**config.mk**
```make
export PLATFORM = sky130hd
export DESIGN_NAME = core_ex_wbck_flat
export DESIGN_NICKNAME = d
export VERILOG_FILES = /design/src/rtl/core_ex_wbck_if.sv /design/src/rtl/core_ex_wbck.sv /design/src/flat_wrapper.sv
export SDC_FILE = /design/constraint.sdc
export NUM_CORES = 1
export LEC_CHECK = 0
export ABC_AREA = 1
export CAP_MARGIN = 30
export CORE_UTILIZATION = 50
export CTS_CLUSTER_DIAMETER = 200
export DETAILED_ROUTE_END_ITERATION = 7
export PLACE_DENSITY_LB_ADDON = 0.12
export SLEW_MARGIN = 25
export SYNTH_ARGS = -nofsm -noshare
export SYNTH_HDL_FRONTEND = slang
export SYNTH_SLANG_ARGS = --single-unit
export TNS_END_PERCENT = 30
```
**constraint.sdc**
```tcl
create_clock -name clk -period 5.33 [get_ports clk]
set_input_delay 0.533 -clock clk [delete_from_list [all_inputs] [get_ports clk]]
set_output_delay 0.533 -clock clk [all_outputs]
set_load 0.03 [all_outputs]
```
**src/rtl/core_ex_wbck_if.sv**
```systemverilog
// Write-back bundle for core_ex_wbck: the three result streams, long-latency
// issue, hazard check operands, the registered regfile write port and status.
interface core_ex_wbck_if #(
   parameter int XLEN    = 32,
   parameter int RFIDX_W = 5
);
   logic               alu_wb_valid;
   logic               alu_wb_en;
   logic [RFIDX_W-1:0] alu_wb_idx;
   logic [XLEN-1:0]    alu_wb_dat;
   logic               alu_wb_ready;

   logic               lsu_wb_valid;
   logic [RFIDX_W-1:0] lsu_wb_idx;
   logic [XLEN-1:0]    lsu_wb_dat;
   logic               lsu_wb_ready;

   logic               mdu_wb_valid;
   logic [RFIDX_W-1:0] mdu_wb_idx;
   logic [XLEN-1:0]    mdu_wb_dat;
   logic               mdu_wb_ready;

   logic               lt_issue_valid;
   logic [RFIDX_W-1:0] lt_issue_idx;

   logic [RFIDX_W-1:0] chk_src1_idx;
   logic [RFIDX_W-1:0] chk_src2_idx;
   logic [RFIDX_W-1:0] chk_dest_idx;
   logic               hazard;

   logic               wb_dest_wen;
   logic [RFIDX_W-1:0] wb_dest_idx;
   logic [XLEN-1:0]    wb_dest_dat;

   logic               sb_err;

   modport master (
      output alu_wb_valid, alu_wb_en, alu_wb_idx, alu_wb_dat,
      input  alu_wb_ready,
      output lsu_wb_valid, lsu_wb_idx, lsu_wb_dat,
      input  lsu_wb_ready,
      output mdu_wb_valid, mdu_wb_idx, mdu_wb_dat,
      input  mdu_wb_ready,
      output lt_issue_valid, lt_issue_idx,
      output chk_src1_idx, chk_src2_idx, chk_dest_idx,
      input  hazard,
      input  wb_dest_wen, wb_dest_idx, wb_dest_dat,
      input  sb_err
   );

   modport slave (
      input  alu_wb_valid, alu_wb_en, alu_wb_idx, alu_wb_dat,
      output alu_wb_ready,
      input  lsu_wb_valid, lsu_wb_idx, lsu_wb_dat,
      output lsu_wb_ready,
      input  mdu_wb_valid, mdu_wb_idx, mdu_wb_dat,
      output mdu_wb_ready,
      input  lt_issue_valid, lt_issue_idx,
      input  chk_src1_idx, chk_src2_idx, chk_dest_idx,
      output hazard,
      output wb_dest_wen, wb_dest_idx, wb_dest_dat,
      output sb_err
   );
endinterface

```
**src/rtl/core_ex_wbck.sv**
```systemverilog
// Execute-stage write-back arbiter (LSU > MDU > ALU) feeding the single
// registered regfile write port, plus the long-latency pending-register
// scoreboard that drives the issue stall.
module core_ex_wbck #(
   parameter int XLEN    = 32,
   parameter int RFIDX_W = 5,
   parameter int RF_NUM  = 32
) (
   input  logic          clk,
   input  logic          rst,
   core_ex_wbck_if.slave wb
);

   logic               lsu_gnt;
   logic               mdu_gnt;
   logic               alu_gnt;
   logic               gnt_vld;
   logic               gnt_en;
   logic [RFIDX_W-1:0] gnt_idx;
   logic [XLEN-1:0]    gnt_dat;

   logic               wen_q;
   logic [RFIDX_W-1:0] idx_q;
   logic [XLEN-1:0]    dat_q;

   logic [RF_NUM-1:0]  pend_q;
   logic [RF_NUM-1:0]  pend_d;
   logic [RF_NUM-1:0]  set_vec;
   logic [RF_NUM-1:0]  clr_vec;
   logic               dup_issue;
   logic               err_q;
   logic               haz;

   // Fixed-priority grant and selection of the winning result
   always_comb begin
      lsu_gnt = wb.lsu_wb_valid;
      mdu_gnt = wb.mdu_wb_valid & ~wb.lsu_wb_valid;
      alu_gnt = wb.alu_wb_valid & ~wb.lsu_wb_valid & ~wb.mdu_wb_valid;
      gnt_vld = lsu_gnt | mdu_gnt | alu_gnt;
      gnt_en  = 1'b0;
      gnt_idx = '0;
      gnt_dat = '0;
      if (lsu_gnt) begin
         gnt_en  = 1'b1;
         gnt_idx = wb.lsu_wb_idx;
         gnt_dat = wb.lsu_wb_dat;
      end else if (mdu_gnt) begin
         gnt_en  = 1'b1;
         gnt_idx = wb.mdu_wb_idx;
         gnt_dat = wb.mdu_wb_dat;
      end else if (alu_gnt) begin
         gnt_en  = wb.alu_wb_en;
         gnt_idx = wb.alu_wb_idx;
         gnt_dat = wb.alu_wb_dat;
      end
   end

   assign wb.lsu_wb_ready = lsu_gnt;
   assign wb.mdu_wb_ready = mdu_gnt;
   assign wb.alu_wb_ready = alu_gnt;

   // Output stage: enable reloads every cycle, index/data only on a grant
   always_ff @(posedge clk or posedge rst) begin
      if (rst) begin
         wen_q <= 1'b0;
         idx_q <= '0;
         dat_q <= '0;
      end else begin
         wen_q <= gnt_vld & gnt_en & (gnt_idx != '0);
         if (gnt_vld) begin
            idx_q <= gnt_idx;
            dat_q <= gnt_dat;
         end
      end
   end

   assign wb.wb_dest_wen = wen_q;
   assign wb.wb_dest_idx = idx_q;
   assign wb.wb_dest_dat = dat_q;

   // Scoreboard next state; a same-cycle set overrides the clear because the
   // issuing op is younger than the one retiring
   always_comb begin
      set_vec = '0;
      clr_vec = '0;
      for (int i = 1; i < RF_NUM; i++) begin
         set_vec[i] = wb.lt_issue_valid && (wb.lt_issue_idx == RFIDX_W'(i));
         clr_vec[i] = (lsu_gnt && (wb.lsu_wb_idx == RFIDX_W'(i))) ||
                      (mdu_gnt && (wb.mdu_wb_idx == RFIDX_W'(i)));
      end
      dup_issue = |(set_vec & pend_q & ~clr_vec);
      pend_d    = ((pend_q & ~clr_vec) | set_vec) & {{(RF_NUM-1){1'b1}}, 1'b0};
   end

   // Pending bits and sticky double-issue error
   always_ff @(posedge clk or posedge rst) begin
      if (rst) begin
         pend_q <= '0;
         err_q  <= 1'b0;
      end else begin
         pend_q <= pend_d;
         err_q  <= err_q | dup_issue;
      end
   end

   assign wb.sb_err = err_q;

   // Stall while any nonzero operand is pending or is about to be written
   // by the output stage (the regfile does not bypass)
   always_comb begin
      logic [RFIDX_W-1:0] src [3];
      src[0] = wb.chk_src1_idx;
      src[1] = wb.chk_src2_idx;
      src[2] = wb.chk_dest_idx;
      haz = 1'b0;
      for (int k = 0; k < 3; k++) begin
         if (src[k] != '0) begin
            if (pend_q[src[k]] || (wen_q && (idx_q == src[k]))) begin
               haz = 1'b1;
            end
         end
      end
   end

   assign wb.hazard = haz;

endmodule

```
**src/flat_wrapper.sv**
```systemverilog
// flat-port wrapper written by rule: the top's interface ports become plain ports
module core_ex_wbck_flat 
#(
   parameter int XLEN    = 32,
   parameter int RFIDX_W = 5,
   parameter int RF_NUM  = 32
)
  (clk, rst, wb_alu_wb_valid, wb_alu_wb_en, wb_alu_wb_idx, wb_alu_wb_dat, wb_alu_wb_ready, wb_lsu_wb_valid, wb_lsu_wb_idx, wb_lsu_wb_dat, wb_lsu_wb_ready, wb_mdu_wb_valid, wb_mdu_wb_idx, wb_mdu_wb_dat, wb_mdu_wb_ready, wb_lt_issue_valid, wb_lt_issue_idx, wb_chk_src1_idx, wb_chk_src2_idx, wb_chk_dest_idx, wb_hazard, wb_wb_dest_wen, wb_wb_dest_idx, wb_wb_dest_dat, wb_sb_err);
  core_ex_wbck_if #(.XLEN(XLEN), .RFIDX_W(RFIDX_W)) wb_i ();
  input  logic clk;
  input  logic rst;
  input wire logic [$bits(wb_i.alu_wb_valid)-1:0] wb_alu_wb_valid;
  input wire logic [$bits(wb_i.alu_wb_en)-1:0] wb_alu_wb_en;
  input wire logic [$bits(wb_i.alu_wb_idx)-1:0] wb_alu_wb_idx;
  input wire logic [$bits(wb_i.alu_wb_dat)-1:0] wb_alu_wb_dat;
  output wire logic [$bits(wb_i.alu_wb_ready)-1:0] wb_alu_wb_ready;
  input wire logic [$bits(wb_i.lsu_wb_valid)-1:0] wb_lsu_wb_valid;
  input wire logic [$bits(wb_i.lsu_wb_idx)-1:0] wb_lsu_wb_idx;
  input wire logic [$bits(wb_i.lsu_wb_dat)-1:0] wb_lsu_wb_dat;
  output wire logic [$bits(wb_i.lsu_wb_ready)-1:0] wb_lsu_wb_ready;
  input wire logic [$bits(wb_i.mdu_wb_valid)-1:0] wb_mdu_wb_valid;
  input wire logic [$bits(wb_i.mdu_wb_idx)-1:0] wb_mdu_wb_idx;
  input wire logic [$bits(wb_i.mdu_wb_dat)-1:0] wb_mdu_wb_dat;
  output wire logic [$bits(wb_i.mdu_wb_ready)-1:0] wb_mdu_wb_ready;
  input wire logic [$bits(wb_i.lt_issue_valid)-1:0] wb_lt_issue_valid;
  input wire logic [$bits(wb_i.lt_issue_idx)-1:0] wb_lt_issue_idx;
  input wire logic [$bits(wb_i.chk_src1_idx)-1:0] wb_chk_src1_idx;
  input wire logic [$bits(wb_i.chk_src2_idx)-1:0] wb_chk_src2_idx;
  input wire logic [$bits(wb_i.chk_dest_idx)-1:0] wb_chk_dest_idx;
  output wire logic [$bits(wb_i.hazard)-1:0] wb_hazard;
  output wire logic [$bits(wb_i.wb_dest_wen)-1:0] wb_wb_dest_wen;
  output wire logic [$bits(wb_i.wb_dest_idx)-1:0] wb_wb_dest_idx;
  output wire logic [$bits(wb_i.wb_dest_dat)-1:0] wb_wb_dest_dat;
  output wire logic [$bits(wb_i.sb_err)-1:0] wb_sb_err;
  assign wb_i.alu_wb_valid = wb_alu_wb_valid;
  assign wb_i.alu_wb_en = wb_alu_wb_en;
  assign wb_i.alu_wb_idx = wb_alu_wb_idx;
  assign wb_i.alu_wb_dat = wb_alu_wb_dat;
  assign wb_alu_wb_ready = wb_i.alu_wb_ready;
  assign wb_i.lsu_wb_valid = wb_lsu_wb_valid;
  assign wb_i.lsu_wb_idx = wb_lsu_wb_idx;
  assign wb_i.lsu_wb_dat = wb_lsu_wb_dat;
  assign wb_lsu_wb_ready = wb_i.lsu_wb_ready;
  assign wb_i.mdu_wb_valid = wb_mdu_wb_valid;
  assign wb_i.mdu_wb_idx = wb_mdu_wb_idx;
  assign wb_i.mdu_wb_dat = wb_mdu_wb_dat;
  assign wb_mdu_wb_ready = wb_i.mdu_wb_ready;
  assign wb_i.lt_issue_valid = wb_lt_issue_valid;
  assign wb_i.lt_issue_idx = wb_lt_issue_idx;
  assign wb_i.chk_src1_idx = wb_chk_src1_idx;
  assign wb_i.chk_src2_idx = wb_chk_src2_idx;
  assign wb_i.chk_dest_idx = wb_chk_dest_idx;
  assign wb_hazard = wb_i.hazard;
  assign wb_wb_dest_wen = wb_i.wb_dest_wen;
  assign wb_wb_dest_idx = wb_i.wb_dest_idx;
  assign wb_wb_dest_dat = wb_i.wb_dest_dat;
  assign wb_sb_err = wb_i.sb_err;
  core_ex_wbck #(.XLEN(XLEN), .RFIDX_W(RFIDX_W), .RF_NUM(RF_NUM)) u_core (.clk(clk), .rst(rst), .wb(wb_i));
endmodule
```
==> After elaboration in Yosys (flattened, before gate mapping) <==
Cells that the tools add are included.
{ "totals": {"reg_bits": 70, "in_bits": 138, "wordCells": 275} }
{ "classes": {"magnitude_cmp": 3, "n_eq_ne": 96, "mux": 21, "bitwise_logic": 15, "n_reduce_logical": 135} }
{ "op_table": {"columns": ["op", "count"], "rows": [
  ["$eq A5 B5 Y1 const B", 48],
  ["$eq A5 B4 Y1 const B", 24],
  ["$and A32 B32 Y32", 3],
  ["$logic_and A1 B1 Y1", 96],
  ["$mux W32", 3],
  ["$eq A5 B3 Y1 const B", 12],
  ["$logic_or A1 B1 Y1", 34],
  ["$not A32 Y32", 1],
  ["$or A32 B32 Y32", 1],
  ["$reduce_or A32 Y1", 1],
  ["$eq A5 B2 Y1 const B", 6],
  ["$reduce_bool A5 Y1", 4],
  ["$lt A5 B6 Y1 const B", 3],
  ["$bmux W1 S5", 3],
  ["$eq A5 B1 Y1 const B", 3],
  ["$eq A5 B5 Y1", 3],
  ["$mux W5", 3],
  ["$mux W1", 12],
  ["$and A1 B1 Y1", 5],
  ["$or A1 B1 Y1", 3],
  ["$not A1 Y1", 2]
]} }

==> Logic depth before layout (Yosys ltp) <==
Gate-level depths: netlist of run 1.
{ "depth": {"ltp_word": 9, "mapped_depth": 13, "ltp_nobuf": 12} }

==> Least setup slack after synthesis of run 1 <==
Ideal clock, no wire load.
{ "synth_timing": {"kind": "input to output", "startpoint": "in wb_chk_src2_idx[2]", "endpoint": "out wb_hazard", "arrival_ns": 1.648, "required_ns": 4.797, "slack_ns": 3.149, "stages": 10, "path_cell_list": "clkbuf_1 > inv_1 > a31oi_1 > nand2_1 > nand3_1 > nand3_1 > nand2_1 > nand2_1 > nand2_1 > nand3_1"} }
{ "synth_via": {"elab_chain_cells": 7, "word_cells_on_any_way": 10, "classes_between": "1 x eq/ne; 6 x mux; 3 x reduce/logical"} }
{ "synth_rtl": {"columns": ["element", "line", "rtl"], "rows": [
  ["start: declaration", "flat_wrapper.sv:28", "input wire logic [$bits(wb_i.chk_src2_idx)-1:0] wb_chk_src2_idx;"],
  ["$bmux W1 S5 or $eq A5 B5 Y1 (tied branches)", "core_ex_wbck.sv:118", "if (pend_q[src[k]] || (wen_q && (idx_q == src[k]))) begin"],
  ["$mux W1 (implied by the code) or $logic_and A1 B1 Y1 (tied branches)", "core_ex_wbck.sv:118", null],
  ["$logic_or A1 B1 Y1", "core_ex_wbck.sv:118", null],
  ["$mux W1", "core_ex_wbck.sv:118", null],
  ["$mux W1 (*)", "core_ex_wbck.sv:117", "if (src[k] != '0) begin"],
  ["$mux W1", "core_ex_wbck.sv:118", null],
  ["$mux W1 (*)", "core_ex_wbck.sv:117", null],
  ["end: declaration", "flat_wrapper.sv:30", "output wire logic [$bits(wb_i.hazard)-1:0] wb_hazard;"]
]} }
Every way passes the cells marked *; elsewhere a longest branch is shown, timed or not. The select of a mux whose other input is x is not followed.

==> Worst setup path after layout of run 1 <==
{ "layout_timing": {"startpoint": "in wb_chk_src1_idx[0]", "endpoint": "out wb_hazard"} }
{ "layout_via": {"elab_chain_cells": 9, "word_cells_on_any_way": 12, "classes_between": "1 x eq/ne; 8 x mux; 3 x reduce/logical"} }
{ "layout_rtl": {"columns": ["element", "line", "rtl"], "rows": [
  ["start: declaration", "flat_wrapper.sv:27", "input wire logic [$bits(wb_i.chk_src1_idx)-1:0] wb_chk_src1_idx;"],
  ["$bmux W1 S5 or $eq A5 B5 Y1 (tied branches)", "core_ex_wbck.sv:118", null],
  ["$mux W1 (implied by the code) or $logic_and A1 B1 Y1 (tied branches)", "core_ex_wbck.sv:118", null],
  ["$logic_or A1 B1 Y1", "core_ex_wbck.sv:118", null],
  ["$mux W1", "core_ex_wbck.sv:118", null],
  ["$mux W1 (*)", "core_ex_wbck.sv:117", null],
  ["$mux W1", "core_ex_wbck.sv:118", null],
  ["$mux W1 (*)", "core_ex_wbck.sv:117", null],
  ["$mux W1", "core_ex_wbck.sv:118", null],
  ["$mux W1 (*)", "core_ex_wbck.sv:117", null]
]} }
Marks and branches as above.

==> results of run 1 <==
-- final cells by class --
cell class,count,area (um2),share of cell area
multi-input cells,669,3060,0.416
inverters,80,308,0.0418
flip-flops and latches,70,1750,0.238
well taps,136,170,0.0231
clock inverters,7,105,0.0143
clock buffers,9,124,0.0168
repair buffers,186,1850,0.251
-- worst reg2reg max path: cells and delay by family, from the launching register on --
kind            cells  cell delay, ns
simple gates        6            0.52
flops               1            0.43
buf+inv             1            0.15
compound gates      1            0.12
-- power groups by stage --
stage | Combinational (mW) | Sequential (mW) | Clock (mW)
after detailed placement | 0.641 | 0.706 | 0
after global routing | 0.707 | 0.706 | 0.540
after global placement | 0.642 | 0.704 | 0
final | 0.655 | 0.701 | 0.516
after floorplan | 0.300 | 0.735 | 0
after CTS | 0.644 | 0.696 | 0.513
-- metrics by stage --
stage	util	hold slack [ns]	setup WS (ns)	std cells
floorplan	-	0.453	3.03	852
global route	0.717	0.504	1.36	1157
global placement	0.695	0.466	1.63	1141
finish	0.717	0.451	1.58	1157
CTS	0.717	0.456	1.63	1157
detailed placement	0.695	0.471	1.64	1141
-- registers in the layout, indices dropped and copies added, names as in the netlist --
name	flops
u_core.pend_q	31
u_core.wb.wb_dest_wen	1
u_core.wb.wb_dest_idx	5
u_core.wb.wb_dest_dat	32
u_core.wb.sb_err	1
-- per-layer routing --
metal	part of all wire	GRT usage
met1	0.39	0.475
met2	0.46	0.613
met3	0.10	0.0911
met4	0.049	0.178
met5	0.00064	0
-- cells in the final DEF (no fill, tap or decap), drive strengths merged --
| cell | count |
|---|---|
| a31oi | 1 |
| nand2 | 344 |
| o211ai | 6 |
| nor3 | 11 |
| or2 | 1 |
| o2111ai | 1 |
| and2 | 1 |
| a21oi | 19 |
| nor2 | 78 |
| o22ai | 28 |
| bufinv | 2 |
| inv | 82 |
| clkinvlp | 1 |
| o21bai | 1 |
| a21o | 1 |
| o21ai | 25 |
| a211oi | 1 |
| clkbuf | 9 |
| buf | 6 |
| xor2 | 2 |
| o221ai | 3 |
| clkinv | 2 |
| a31o | 6 |
| clkdlybuf4s50 | 180 |
| nand3 | 84 |
| nand4 | 56 |
| dfrtp | 70 |
-- cells by family (layout without fill, tap and decap cells) --
| family | after synthesis | after routing | synth area share |
|---|---|---|---|
| compound gates | 92 | 92 | 0.105 |
| buf+inv | 113 | 282 | 0.0913 |
| xor+xnor | 2 | 2 | 0.00331 |
| simple gates | 575 | 575 | 0.469 |
| flops | 70 | 70 | 0.331 |
-- worst min path at each step --
stage	slack [ns]	startpoint	endpoint
final	0.45	rst	u_core.wb.sb_err
after detailed placement	0.47	u_core.wb.wb_dest_dat[15]	u_core.wb.wb_dest_dat[15]
after floorplan	0.45	u_core.pend_q[19]	u_core.pend_q[19]
after global placement	0.47	u_core.wb.wb_dest_dat[27]	u_core.wb.wb_dest_dat[27]
after CTS	0.46	rst	u_core.wb.sb_err
after global routing	0.50	rst	u_core.wb.sb_err
==> results_dict.tcl, run 1 <==
set metrics [dict create \
    status "finished clean" \
    timing.rr.start "u_core.pend_q[8]" \
    synthesis.nets 990 \
    grt_pass1_wl_um 32200 \
    critPathArrivalTime_ns 3.22 \
    clock-root-buffer "clkbuf_8" \
    die_w_um 105 \
    cp_num_cells 12 \
    num_antenna_cells 0 \
    ys_seq_area_frac 0.331 \
    core_area_um2 10300 \
    drv_cap 0 \
    rsz0062_at_grt "no" \
    reg2regPathDepth 8 \
    p_switching_uw 722 \
    synth_ff_type "dfrtp_1" \
    postPlaceCellArea_um2 7140 \
    crit_start "wb_chk_src1_idx[0]" \
    cts_tree "yes" \
    slew_violations 0 \
    netlist.area_leader.share 0.331 \
    pwr-share-clk 0.276 \
    path_delay_family "buffers and inverters" \
    drt_iter0_drc 720 \
    tns_ns 0 \
    yosys.area.top_type "dfrtp_1" \
    start_util 0.515 \
    swShare 0.386 \
    synth_area_um2 5290 \
    slowest_delay_ns 0.78 \
    first_pass_iters 7 \
    route.detailed.drc 0 \
    slew-limit-headroom 0.528 \
    path_buf_inv 3 \
    power_frac_comb 0.350 \
    max-vdd-ir-drop_v 0.000147 \
    critical_path_class "in -> out" \
    cts_buffer_depth 2 \
    grt_max_degree 55 \
    port-buffer-count 180 \
    cts_buffers 9 \
    wl_per_cell_um 17.7 \
    p_per_area_nw_per_um2 254 \
    fin_crit_ns 3.75 \
    rrSetupSlack_ns 4.01 \
    synth.top_cells.by_count "nand2_1 (343), nand3_1 (84), inv_1 (77)" \
    cp-end-kind "output pin" \
    ys_top_cells_by_area "dfrtp_1 (33%), nand2_1 (24%), nand3_1 (7.9%), nand4_1 (6.6%), inv_1 (5.5%)" \
    routed_via_density 5.71 \
    drtAntennaViolNets 0 \
    power_mw 1.87 \
    async_reset_ff_frac 1.00 \
    clk_pin_slew_ns 0.09 \
    synth_cells 852 \
    tightestPinTransition_ns 0.707 \
    nets 1154 \
    std_cell_rows 37 \
    crit_fanout 14 \
    clkLatencyLatePin_ns 0.36 \
    post_cts_buffers 0 \
    antenna_found_initial 1 \
    fmax_ghz 0.266 \
    place.gp.congestion 1.00 \
    path_cells "clkdlybuf4s50_1, inv_1, nor2_2, nand2_1, nand3_1, nand3_1, nor2_1, nor2_1, nand2_1, nand2_1, nand3_1, clkdlybuf4s50_1" \
    worstPathRequired_ns 4.80 \
    layout-drive-gt1-share 0.0421 \
    first_global_vias 6116 \
    die_area_um2 11000 \
    syn_area_per_cell_um2 6.21 \
    ios 181 \
    period_share 0.704 \
    h-tree-depth 3 \
    wl_um 20400 \
    power.leakage_nw 3.30 \
    fp.dieH_um 105 \
    crit_end "wb_hazard" \
    yosys_warnings 0 \
    final_area_um2 7370 \
    final.setup_skew_ns 0.00994 \
    dp_hpwl_um 15900 \
    synth_enable_flop_cells 0 \
    cts.sinks 70 \
    seq_power_share 0.374 \
    cts_resized 0 \
    cellInternalPower_mw 1.15 \
    slowest_stage "clkdlybuf4s50_1" \
    fill_cells 914 \
    gr-total-overflow 0 \
    vias 6605 \
    r2r-end "u_core.wb.sb_err" \
    ctsHoldBuffers 0 \
    setup_viol 0 \
    hold_viol 0 \
    syn_to_final_growth_pct 39.2 \
    grtUsageTotal 0.378 \
    hp-class "in -> async" \
    synth_cell_types 34 \
    yosysMostFrequentCell "nand2_1" \
    ys_seq_elements 70 \
    cp-start-kind "input pin" \
]
(Power assumes the default switching activity.)
==> run 2, diff against run 1 <==
--- a/config.mk
+++ b/config.mk
@@ -7,7 +7,7 @@
 export LEC_CHECK = 0
 export ABC_AREA = 1
 export CAP_MARGIN = 30
-export CORE_UTILIZATION = 50
+export CORE_UTILIZATION = 47
 export CTS_CLUSTER_DIAMETER = 200
 export DETAILED_ROUTE_END_ITERATION = 7
 export PLACE_DENSITY_LB_ADDON = 0.12
==> constraint.sdc (replaced) <==
create_clock -name clk -period 3.75 [get_ports clk]
set_input_delay 0.375 -clock clk [delete_from_list [all_inputs] [get_ports clk]]
set_output_delay 0.375 -clock clk [all_outputs]
set_load 0.03 [all_outputs]
==> results_dict.tcl, run 2 (synthesis gave the netlist of run 1 again) <==
set metrics [dict create \
    status "finished clean" \
    cts_buffer_depth 2 \
    ctsHoldBuffers 0 \
    fin_crit_ns 3.27 \
    holdWs_ns 0.420 \
    h-tree-depth 3 \
    ios 181 \
    grt_max_degree 38 \
    antenna_found_initial 0 \
    clk_pin_slew_ns 0.08 \
    finalNonFillerCells 1166 \
    hp-class "in -> async" \
    gr-total-overflow 0 \
    cts_buffers 9 \
    worstPathRequired_ns 3.38 \
    layout_common_cells "nand2_1 (343), clkdlybuf4s50_1 (179), nand3_1 (84)" \
    layout_commonest_cell "nand2_1" \
    r2r-end "u_core.wb.sb_err" \
    postPlaceCellArea_um2 7180 \
    cts_tree "yes" \
    layout-drive-gt1-share 0.0478 \
    grtUsageTotal 0.361 \
    route.detailed.drc 0 \
    place.gp.congestion 0.991 \
    grt_pass1_wl_um 32100 \
    nets 1159 \
    slew-limit-headroom 0.572 \
    die_area_um2 11700 \
    critical_path_class "in -> out" \
    placed_cells 1150 \
    period_share 0.873 \
    fill_cells 1015 \
    critPathArrivalTime_ns 2.90 \
    first_pass_iters 7 \
    core_area_um2 10900 \
    largest_reg_flops 32 \
    power.leakage_nw 3.30 \
    routed_via_density 5.62 \
    fp.dieH_um 108 \
    dp_hpwl_um 15800 \
    crit_start "wb_chk_src1_idx[1]" \
    fmax_ghz 0.306 \
    cp-end-kind "output pin" \
    first_global_vias 6276 \
    rsz0062_at_grt "no" \
    p_per_area_nw_per_um2 341 \
    post_cts_buffers 0 \
    cts_resized 0 \
    crit_fanout 12 \
    drv_cap 0 \
    cp-start-kind "input pin" \
    timing.rr.start "u_core.pend_q[19]" \
    final.setup_skew_ns 0.00714 \
    rrSetupSlack_ns 2.36 \
    drtAntennaViolNets 0 \
    clock-root-buffer "clkbuf_8" \
    multiInputGateArea_um2 3060 \
    regArea_um2 1750 \
    syn_to_final_growth_pct 39.1 \
    tightestPinTransition_ns 0.641 \
    tns_ns 0 \
    die_w_um 108 \
    num_antenna_cells 0 \
    std_cell_rows 38 \
    final_area_um2 7360 \
    vias 6551 \
    wl_um 20100 \
    clkLatencyLatePin_ns 0.36 \
    port-buffer-count 180 \
    reg2regPathDepth 8 \
    setup_viol 0 \
    drt_iter0_drc 585 \
    slew_violations 0 \
    cts.sinks 70 \
    start_util 0.486 \
    power_mw 2.51 \
    wl_per_cell_um 17.3 \
    max-vdd-ir-drop_v 0.000199 \
    hold_viol 0 \
]
## run 2: worst max-delay path by stage
| stage | endpoint | depth (start not counted) |
|---|---|---|
| floorplan | u_core.pend_q[10] | 1 |
| global placement | wb_hazard | 11 |
| detailed placement | wb_hazard | 11 |
| CTS | wb_hazard | 11 |
| global route | wb_hazard | 11 |
| finish | wb_hazard | 11 |
## run 2: metal layers
layer / wire [um] / part of all wire / GRT usage / vias to the layer above
met1: 7570 / 0.38 / 0.434 / 2927
met5: 0 / 0 / 0 / -
met4: 1070 / 0.053 / 0.199 / 0
met3: 1940 / 0.096 / 0.0922 / 74
li1: - / - / - / 3158
met2: 9560 / 0.47 / 0.589 / 392
## run 2: report_power, final
part / internal, mW / switching [mW] / total, mW / leakage, nW
Combinational: 0.374 / 0.537 / 0.911 / 2.38
Clock: 0.262 / 0.324 / 0.586 / 0.0889
Sequential: 0.878 / 0.133 / 1.01 / 0.834
## run 2: critical path: stages
cell and delay [ns]:
clkdlybuf4s50_1 0.64, nor2_1 0.51, a21oi_1 0.14, nand3_1 0.09
nand3_1 0.09, nor2_1 0.10, nor2_1 0.04, nand2_1 0.04
nand2_1 0.08, nand3_1 0.10, clkdlybuf4s50_1 0.68
## run 2: area by class of cell
| class | instances | area share |
|---|---|---|
| inverters | 80 | 0.0418 |
| repair buffers | 191 | 0.256 |
| multi-input cells | 669 | 0.416 |
| clock inverters | 6 | 0.00629 |
| clock buffers | 10 | 0.0187 |
| flip-flops and latches | 70 | 0.238 |
| well taps | 140 | 0.0238 |
## run 2: through the flow
step | util | setup WS [ns]
2_1_floorplan | - | 1.61
3_3_place_gp | 0.659 | 0.581
3_5_place_dp | 0.659 | 0.561
4_1_cts | 0.676 | 0.538
5_1_grt | 0.676 | 0.285
6_report | 0.676 | 0.478
==> run 3, diff against run 2 <==
--- a/config.mk
+++ b/config.mk
@@ -7,9 +7,10 @@
 export LEC_CHECK = 0
 export ABC_AREA = 1
 export CAP_MARGIN = 30
-export CORE_UTILIZATION = 47
+export CORE_UTILIZATION = 23
 export CTS_CLUSTER_DIAMETER = 200
 export DETAILED_ROUTE_END_ITERATION = 7
+export HOLD_SLACK_MARGIN = 0.08
 export PLACE_DENSITY_LB_ADDON = 0.12
 export SLEW_MARGIN = 25
 export SYNTH_ARGS = -nofsm -noshare
==> results_dict.tcl, run 3 (synthesis gave the netlist of run 1 again) <==
set metrics [dict create \
    cts_buffers 9 \
    r2r-end "u_core.wb.sb_err" \
    grt_pass1_wl_um 37200 \
    worstPathRequired_ns 3.38 \
    die_area_um2 23600 \
    grtUsageTotal 0.206 \
    layout_common_cells "nand2_1 (343), clkdlybuf4s50_1 (178), nand3_1 (84)" \
    syn_to_final_growth_pct 45.5 \
    timing.rr.start "u_core.pend_q[4]" \
    fp.dieH_um 154 \
    rsz0062_at_grt "no" \
    holdWs_ns 0.485 \
    tns_ns 0 \
    final_area_um2 7700 \
    p_per_area_nw_per_um2 368 \
    clkLatencyLatePin_ns 0.35 \
    regArea_um2 1750 \
    first_global_vias 6268 \
    vias 6476 \
    slew-limit-headroom 0.544 \
    grt_max_degree 71 \
    cts_resized 0 \
    layout-drive-gt1-share 0.0524 \
    setup_viol 0 \
    power_mw 2.83 \
    holdPathStages 2 \
    worstHoldStart "u_core.wb.wb_dest_dat[25]" \
    wl_per_cell_um 18.3 \
    antenna_found_initial 0 \
    ctsHoldBuffers 0 \
    cp-end-kind "output pin" \
    ios 181 \
    crit_fanout 8 \
    nets 1164 \
    clock-root-buffer "clkbuf_16" \
    clk_pin_slew_ns 0.06 \
    multiInputGateArea_um2 3060 \
    tightestPinTransition_ns 0.684 \
    start_util 0.234 \
    drtAntennaViolNets 0 \
    fill_cells 2537 \
    drv_cap 0 \
    final.setup_skew_ns 0.00697 \
    critical_path_class "in -> out" \
    critPathArrivalTime_ns 2.84 \
    routed_via_density 4.92 \
    fmax_ghz 0.311 \
    final_util 0.341 \
    slew_violations 0 \
    die_w_um 154 \
    cts.sinks 70 \
    fin_crit_ns 3.21 \
    period_share 0.857 \
    hp-class "reg -> reg" \
    post_cts_buffers 0 \
    dp_hpwl_um 19100 \
    max-vdd-ir-drop_v 0.000166 \
    cts_buffer_depth 2 \
    num_antenna_cells 0 \
    status "finished clean" \
    route.detailed.drc 0 \
    rrSetupSlack_ns 2.42 \
    port-buffer-count 180 \
    cp-start-kind "input pin" \
    setup_slack_ns 0.538 \
    gr-total-overflow 0 \
    core_area_um2 22600 \
    power.leakage_nw 3.39 \
    largest_reg_flops 32 \
    hold_viol 0 \
    placed_cells 1300 \
    first_pass_iters 5 \
    worst_hold_path.endpoint "u_core.wb.wb_dest_dat[25]" \
    finalNonFillerCells 1316 \
    h-tree-depth 3 \
    layout_commonest_cell "nand2_1" \
    wl_um 24100 \
    drt_iter0_drc 368 \
    place.gp.congestion 0.944 \
    dp_slack_ns 0.606 \
    std_cell_rows 55 \
    cts_tree "yes" \
    reg2regPathDepth 8 \
    postPlaceCellArea_um2 7390 \
]
==> run 3: changes by cell type in the layout (fill, tap and decap cells not counted) <==
cell	change
buf_4	+5
buf_6	+1
bufinv_16	+1
clkbuf_1	+1
clkbuf_16	+9
clkbuf_8	-10
clkdlybuf4s50_1	-1
clkinv_4	+1
clkinvlp_4	-2
==> run 3: final cells by class <==
class,count,share of cell area
multi-input cells,669,0.398
repair buffers,196,0.250
flip-flops and latches,70,0.228
well taps,285,0.0463
inverters,80,0.0400
clock buffers,10,0.0297
clock inverters,6,0.00910
==> run 3: where the power goes <==
group	switching, mW	internal, mW	leakage, nW
clock network	0.376	0.521	0.147
logic	0.558	0.378	2.40
registers	0.121	0.880	0.834
total	1.06	1.78	3.39
==> run 3: routing by layer <==
| layer | vias to the layer above | track usage | wire (um) |
|---|---|---|---|
| met1 | 3052 | 0.266 | 10700 |
| li1 | 3158 | - | - |
| met2 | 240 | 0.329 | 10900 |
| met3 | 26 | 0.0617 | 1930 |
| met4 | 0 | 0.0652 | 528 |
| met5 | - | 0 | 0 |
==> run 3: critical path: stages <==
cell and delay, ns:
clkdlybuf4s50_1 0.64, inv_1 0.20, nor2_2 0.30, nand2_1 0.09
nand4_1 0.11, nand3_1 0.08, nand2_1 0.07, nand2_1 0.05
nand2_1 0.07, nand2_1 0.08, nand3_1 0.10, clkdlybuf4s50_1 0.68
==> run 3: worst max path at each step <==
stage / from / cells after the start / end
floorplan: rst / 1 / u_core.pend_q[10]
global route: wb_chk_src1_idx[0] / 12 / wb_hazard
global placement: wb_chk_src1_idx[1] / 11 / wb_hazard
CTS: wb_chk_src1_idx[0] / 12 / wb_hazard
detailed placement: wb_chk_src1_idx[0] / 12 / wb_hazard
finish: wb_chk_src1_idx[0] / 12 / wb_hazard
